`config.mk`:
```
export PLATFORM = sky130hd
export DESIGN_NAME = fwd_sel_ctrl_flat
export DESIGN_NICKNAME = d
export VERILOG_FILES = /design/src/rtl/fwd_sel_ctrl_pkg.sv /design/src/rtl/fwd_sel_ctrl_if.sv /design/src/rtl/fwd_prio_match.sv /design/src/rtl/fwd_sel_ctrl.sv /design/src/flat_wrapper.sv
export SDC_FILE = /design/constraint.sdc
export NUM_CORES = 1
export LEC_CHECK = 0
export ABC_CLOCK_PERIOD_IN_PS = 3800
export CORE_ASPECT_RATIO = 1.5
export CORE_UTILIZATION = 38
export CTS_CLUSTER_SIZE = 10
export DETAILED_ROUTE_END_ITERATION = 16
export HOLD_SLACK_MARGIN = 0.02
export PLACE_DENSITY_LB_ADDON = 0.2
export SLEW_MARGIN = 0
export SYNTH_ARGS = -nofsm -noshare
export SYNTH_HDL_FRONTEND = slang
export SYNTH_HIERARCHICAL = 1
export SYNTH_SLANG_ARGS = --single-unit
```
`constraint.sdc`:
```
create_clock -name clk -period 3.8 [get_ports clk]
set_input_delay 0.57 -clock clk [delete_from_list [all_inputs] [get_ports clk]]
set_output_delay 0.57 -clock clk [all_outputs]
set_load 0.01 [all_outputs]
```
`src/rtl/fwd_sel_ctrl_pkg.sv`:
```
// fwd_sel_ctrl_pkg: shared forwarding select codes, register width and tracking-entry type
package fwd_sel_ctrl_pkg;
  localparam int REG_AW = 5;
  typedef enum logic [1:0] {
    FWD_RF     = 2'b00,
    FWD_EXMEM  = 2'b01,
    FWD_MEMWB  = 2'b10,
    FWD_POSTWB = 2'b11
  } fwd_sel_e;
  typedef struct packed {
    logic              valid;
    logic              wreg;
    logic [REG_AW-1:0] wd;
    logic              load;
  } trk_t;
  function automatic logic hit(trk_t e, logic [REG_AW-1:0] r);
    return e.valid & e.wreg & (|e.wd) & (e.wd == r);
  endfunction
endpackage

```
`src/rtl/fwd_sel_ctrl_if.sv`:
```
// fwd_sel_ctrl_if: ID-stage fields, pipeline controls and forwarding/stall results
interface fwd_sel_ctrl_if;
  import fwd_sel_ctrl_pkg::*;
  logic              hold_i;
  logic              flush_i;
  logic              id_valid_i;
  logic [REG_AW-1:0] id_rs_i;
  logic [REG_AW-1:0] id_rt_i;
  logic              id_wreg_i;
  logic [REG_AW-1:0] id_wd_i;
  logic              id_load_i;
  logic [1:0]        fwd_a_sel_o;
  logic [1:0]        fwd_b_sel_o;
  logic              stall_o;
  modport master (
    output hold_i, flush_i, id_valid_i, id_rs_i, id_rt_i, id_wreg_i, id_wd_i, id_load_i,
    input  fwd_a_sel_o, fwd_b_sel_o, stall_o
  );
  modport slave (
    input  hold_i, flush_i, id_valid_i, id_rs_i, id_rt_i, id_wreg_i, id_wd_i, id_load_i,
    output fwd_a_sel_o, fwd_b_sel_o, stall_o
  );
endinterface

```
`src/rtl/fwd_prio_match.sv`:
```
// fwd_prio_match: nearest-first forwarding source for one operand register
module fwd_prio_match
  import fwd_sel_ctrl_pkg::*;
(
  input  logic [REG_AW-1:0] src,
  input  trk_t              ex,
  input  trk_t              mem,
  input  trk_t              wb,
  output fwd_sel_e          sel
);
  assign sel = hit(ex, src)  ? FWD_EXMEM  :
               hit(mem, src) ? FWD_MEMWB  :
               hit(wb, src)  ? FWD_POSTWB : FWD_RF;
endmodule

```
`src/rtl/fwd_sel_ctrl.sv`:
```
// fwd_sel_ctrl: registered EX operand forwarding selects and load-use stall detection
module fwd_sel_ctrl
  import fwd_sel_ctrl_pkg::*;
(
  input  logic               clk,
  input  logic               rst_n,
  fwd_sel_ctrl_if.slave      bus
);
  trk_t     ex, mem, wb, nxt;
  fwd_sel_e a_m, b_m, a_d, b_d, a_q, b_q;
  logic     stall, kill;
  fwd_prio_match u_a (.src(bus.id_rs_i), .ex(ex), .mem(mem), .wb(wb), .sel(a_m));
  fwd_prio_match u_b (.src(bus.id_rt_i), .ex(ex), .mem(mem), .wb(wb), .sel(b_m));
  assign a_d   = bus.id_valid_i ? a_m : FWD_RF;
  assign b_d   = bus.id_valid_i ? b_m : FWD_RF;
  assign stall = bus.id_valid_i & ex.load & (hit(ex, bus.id_rs_i) | hit(ex, bus.id_rt_i));
  assign kill  = bus.flush_i | stall;
  // squashed or stalled instructions enter EX as bubbles that never match
  assign nxt   = '{valid: bus.id_valid_i & ~kill, wreg: bus.id_wreg_i, wd: bus.id_wd_i, load: bus.id_load_i};
  always_ff @(posedge clk or negedge rst_n) begin
    if (!rst_n) begin
      ex  <= '0;
      mem <= '0;
      wb  <= '0;
      a_q <= FWD_RF;
      b_q <= FWD_RF;
    end else if (!bus.hold_i) begin
      ex  <= nxt;
      mem <= ex;
      wb  <= mem;
      a_q <= kill ? FWD_RF : a_d;
      b_q <= kill ? FWD_RF : b_d;
    end
  end
  assign bus.fwd_a_sel_o = a_q;
  assign bus.fwd_b_sel_o = b_q;
  assign bus.stall_o     = stall;
endmodule

```
`src/flat_wrapper.sv`:
```
// flat-port wrapper written by rule: the top's interface ports become plain ports
module fwd_sel_ctrl_flat import fwd_sel_ctrl_pkg::*;
  (clk, rst_n, bus_hold_i, bus_flush_i, bus_id_valid_i, bus_id_rs_i, bus_id_rt_i, bus_id_wreg_i, bus_id_wd_i, bus_id_load_i, bus_fwd_a_sel_o, bus_fwd_b_sel_o, bus_stall_o);
  fwd_sel_ctrl_if bus_i ();
  input  logic clk;
  input  logic rst_n;
  input wire logic [$bits(bus_i.hold_i)-1:0] bus_hold_i;
  input wire logic [$bits(bus_i.flush_i)-1:0] bus_flush_i;
  input wire logic [$bits(bus_i.id_valid_i)-1:0] bus_id_valid_i;
  input wire logic [$bits(bus_i.id_rs_i)-1:0] bus_id_rs_i;
  input wire logic [$bits(bus_i.id_rt_i)-1:0] bus_id_rt_i;
  input wire logic [$bits(bus_i.id_wreg_i)-1:0] bus_id_wreg_i;
  input wire logic [$bits(bus_i.id_wd_i)-1:0] bus_id_wd_i;
  input wire logic [$bits(bus_i.id_load_i)-1:0] bus_id_load_i;
  output wire logic [$bits(bus_i.fwd_a_sel_o)-1:0] bus_fwd_a_sel_o;
  output wire logic [$bits(bus_i.fwd_b_sel_o)-1:0] bus_fwd_b_sel_o;
  output wire logic [$bits(bus_i.stall_o)-1:0] bus_stall_o;
  assign bus_i.hold_i = bus_hold_i;
  assign bus_i.flush_i = bus_flush_i;
  assign bus_i.id_valid_i = bus_id_valid_i;
  assign bus_i.id_rs_i = bus_id_rs_i;
  assign bus_i.id_rt_i = bus_id_rt_i;
  assign bus_i.id_wreg_i = bus_id_wreg_i;
  assign bus_i.id_wd_i = bus_id_wd_i;
  assign bus_i.id_load_i = bus_id_load_i;
  assign bus_fwd_a_sel_o = bus_i.fwd_a_sel_o;
  assign bus_fwd_b_sel_o = bus_i.fwd_b_sel_o;
  assign bus_stall_o = bus_i.stall_o;
  fwd_sel_ctrl u_core (.clk(clk), .rst_n(rst_n), .bus(bus_i));
endmodule
```
# After elaboration in Yosys (flattened, before gate mapping)
# Index checks and enable logic that the tools add are counted.
word_totals:
  reg_bits: 26
  latch_bits: 0
  ramBits: 0
  romBits: 0
  output_inout_bits: 5
  elab_cells: 49
  mem_count: 0
op_classes:
  n_addsub: 0
  mul: 0
  n_div: 0
  magnitude_cmp: 0
  n_eq_ne: 6
  n_shift: 0
  mux: 10
  bitwise: 18
  n_reduce_logical: 3
ops:
  columns: ["op", "count"]
  rows:
  - ["== test 5 bit", 6]
  - ["2-to-1 mux 2 bit", 10]
  - ["bitwise AND 1 bit", 15]
  - ["OR reduction 5 bit", 3]
  - ["OR 1 bit", 2]
  - ["inverter 1 bit", 1]

# Logic depth before layout (Yosys ltp)
logic_depth:
  depth_word: 8
  ltp_mapped: 6
  ltp_nobuf: 6

# Hierarchy
# Netlist, hierarchy kept.
by_module_without_submodules:
  columns: ["module", "instances", "cells_per_inst", "area_per_inst_um2"]
  rows:
  - ["fwd_sel_ctrl", 1, 90, 1237.4]
  - ["fwd_prio_match", 2, 33, 259.0]

# Worst setup path before layout
# Ideal clock, no wire load.
synth_timing:
  kind: "register to output"
  start: "register u_core/ex[1] (netlist name)"
  end: "output port bus_stall_o"
  arrival_time_ps: 1314
  t_required_ps: 3230
  setup_slack_ps: 1916
  path_stages_with_launch: 5
  path_buffers: 0
  path_cell_list: "dfrtp_1 > xnor2_1 > nand3_1 > o22ai_1 > nor2b_1"
synth_via:
  elab_chain_len: 5
synth_lines:
  columns: ["item", "line_no", "rtl"]
  rows:
  - ["OR reduction 5 bit", "fwd_sel_ctrl_pkg.sv:17", "return e.valid & e.wreg & (|e.wd) & (e.wd == r);"]
  - ["bitwise AND 1 bit (2 in series)", "fwd_sel_ctrl_pkg.sv:17", null]
  - ["OR 1 bit (*)", "fwd_sel_ctrl.sv:16", "assign stall = bus.id_valid_i & ex.load & (hit(ex, bus.id_rs_i) | hit(ex, bus.id_rt_i));"]
  - ["bitwise AND 1 bit (*)", "fwd_sel_ctrl.sv:16", null]
  - ["to (decl)", "flat_wrapper.sv:17", "output wire logic [$bits(bus_i.stall_o)-1:0] bus_stall_o;"]
# Every way passes the cells marked *; elsewhere a longest branch is shown, timed or not.

# Worst setup path after layout
layout_timing:
  start: "input port bus_id_rt_i[2]"
  end: "output port bus_stall_o"
layout_via:
  elab_chain_len: 4
layout_lines:
  columns: ["item", "line_no", "rtl"]
  rows:
  - ["from (decl)", "flat_wrapper.sv:11", "input wire logic [$bits(bus_i.id_rt_i)-1:0] bus_id_rt_i;"]
  - ["== test 5 bit", "fwd_sel_ctrl_pkg.sv:17", null]
  - ["bitwise AND 1 bit", "fwd_sel_ctrl_pkg.sv:17", null]
  - ["OR 1 bit", "fwd_sel_ctrl.sv:16", null]
  - ["bitwise AND 1 bit", "fwd_sel_ctrl.sv:16", null]
# No other way between the ends.

==> impl_metrics.tcl <==
set metrics [dict create \
    drc 0 \
    wirelength_um 3780 \
    drv_slew 0 \
    htreeDepth 1 \
    rsz0062_at_grt "no" \
    cp-end-kind "output port" \
    drtIter0Drc 47 \
    required_ns 3.23 \
    fin_total_pwr_mw 0.781 \
    cts_hold_buf 0 \
    clock_path_buffers 2 \
    dr.pass1.iters 4 \
    clk_pin_slew_ns 0.09 \
    hpwlAfterDp_um 2830 \
    die_area_mm2 0.00470 \
    p_int_mw 0.549 \
    clock_skew_ns 0.00721 \
    slew_headroom_pct 51.1 \
    initial_core_util_pct 39.6 \
    cts_resized 0 \
    grt_pass1_vias 1299 \
    critPathMaxStageDelay_ns 0.62 \
    syn_to_final_growth_pct 23.0 \
    die_h_um 83.5 \
    setup_viol_count_final 0 \
    vias_per_cell 5.78 \
    fin_area_mm2 0.00207 \
    grt-ovfl-total 0 \
    port_buffers 26 \
    multi_input_area_mm2 0.00101 \
    syn-instance-count 152 \
    path_class "in2out" \
    path_common_cell "clkdlybuf4s50_1" \
    final_nets 204 \
    grt.total_usage_pct 17.0 \
    yosys_warnings 6 \
    start_kind "input port" \
    place_area_mm2 0.00200 \
    worst_pin_slew_ns 0.731 \
    cts_sinks 26 \
    rows 29 \
    critPathTopFamily "buffers and inverters" \
    synthesis.area_mm2 0.00168 \
    tns_ns 0 \
    combPwrFrac_pct 22.0 \
    period_minus_slack_ns 3.07 \
    crit_path_cell_trace "clkdlybuf4s50_1 -> xnor2_1 -> nand3_1 -> o22ai_1 -> nor2b_1 -> clkdlybuf4s50_1" \
    via_count 1311 \
    critPathMaxFanout 6 \
    final_core_util_pct 48.8 \
    drive_gt1_share_pct 22.1 \
    cts_root_buf "clkbuf_8" \
    p_sw_mw 0.231 \
    area.sequential_um2 651 \
    fill_cells 402 \
    design.core.area_mm2 0.00425 \
    clkPwrFrac_pct 29.9 \
    hold_path_class "reg2reg" \
    power_density_mw_per_mm2 377 \
    ir_worst_vdd_mv 0.220 \
    cts_tree "yes" \
    cp.buffers_inverters 2 \
    sw_frac_of_total_pct 29.7 \
    routabilityCongestion 0.872 \
    hold_viol 0 \
    synth_fp_nets 174 \
    drv_cap 0 \
    finalCritPeriodShare_pct 80.7 \
    syn_avg_cell_area_um2 11.1 \
    postRouteAntennaNets 0 \
    status "finished clean" \
    grt_max_degree 27 \
    ioPinCount 27 \
    p_leak_nw 0.773 \
    fin_cells 227 \
    die_w_um 56.3 \
    cts_inserted_buffers 3 \
    grt_pass1_wl_um 6320 \
    max_freq_ghz 0.326 \
    post_cts_buffers 0 \
    antenna_found_initial 0 \
    antennaDiodeCount 0 \
    crit_slowest_cell "clkdlybuf4s50_1" \
    wl_per_cell_um 16.7 \
    insertion_delay_ns 0.28 \
    placed_cells 223 \
    p_seq_share_pct 48.1 \
    cp.arrival_ns 2.50 \
]
==> metrics by stage <==
step	hold slack, ns	setup WS (ns)
final	0.510	0.732
after global routing	0.523	0.616
after CTS	0.508	0.721
after detailed placement	0.484	0.723
after global placement	0.490	0.771
after floorplan	0.274	1.92
==> registers in the layout (all words and copies together), names as in the netlist <==
name,count
u_core/mem,7
u_core/bus.fwd_b_sel_o,2
u_core/wb,7
u_core/ex,8
u_core/bus.fwd_a_sel_o,2
==> power groups by stage <==
stage / Clock (mW) / Sequential, mW / Combinational [mW]
3_5_place_dp: 0 / 0.381 / 0.172
6_report: 0.233 / 0.376 / 0.172
3_3_place_gp: 0 / 0.380 / 0.168
2_1_floorplan: 0 / 0.360 / 0.119
4_1_cts: 0.238 / 0.375 / 0.172
5_1_grt: 0.249 / 0.381 / 0.188
==> path summary, 6_finish.rpt <==
kind                                                  end  cells past startpoint                       from  slack (ns)
min in group asynchronous       u_core/bus.fwd_b_sel_o[0]                      2                      rst_n        0.65
worst min register to register  u_core/bus.fwd_b_sel_o[1]                      2  u_core/bus.fwd_b_sel_o[1]        0.51
worst max register to register  u_core/bus.fwd_b_sel_o[1]                      6               u_core/ex[3]        2.03
max in group asynchronous                    u_core/wb[4]                      2                      rst_n        2.89
worst max-delay path                          bus_stall_o                      6             bus_id_rt_i[2]        0.73
worst min-delay path            u_core/bus.fwd_b_sel_o[1]                      2  u_core/bus.fwd_b_sel_o[1]        0.51
==> worst register-to-register path, stage by stage, from the launching register on <==
cell and delay, ns:
dfrtp_1 0.55, xor2_1 0.24, nor3_2 0.22, o2111ai_2 0.15, a21boi_1 0.19, a32oi_1 0.18, o21ai_0 0.11
==> cell type report <==
| cell class | count | area share, % |
|---|---|---|
| well taps | 46 | 2.78 |
| flip-flops and latches | 26 | 31.4 |
| inverters | 2 | 0.363 |
| repair buffers | 28 | 13.3 |
| multi-input cells | 121 | 48.7 |
| clock buffers | 3 | 1.99 |
| clock inverters | 1 | 1.45 |
==> per-layer routing <==
metal / part of all wire (%) / wire length [um] / GRT usage, % / vias to the layer above
li1: - / - / - / 617
met1: 39 / 1480 / 20.6 / 632
met2: 53 / 2000 / 29.4 / 55
met3: 6.1 / 232 / 2.33 / 7
met4: 2.0 / 74 / 7.32 / 0
met5: 0 / 0 / 0 / -
==> cells in the final DEF (no fill, tap or decap), types with 2 or more instances in the layout <==
cell type	instances
o21ai_1	2
dfrtp_1	26
xnor2_1	16
xor2_1	18
a32oi_1	4
nand2_1	10
nand3_1	2
nand3b_1	2
a21oi_1	5
nor2_1	5
inv_1	2
nor3_2	4
clkdlybuf4s50_1	26
o2111a_1	2
o2111ai_1	4
mux2_2	21
o21ai_0	6
o2111ai_2	2
nor3_1	2
a21boi_1	2
clkbuf_8	3
nor2b_1	2
buf_4	2
nor4_2	4
nor4_1	2
No activity file was read; power rests on OpenSTA's default activity.
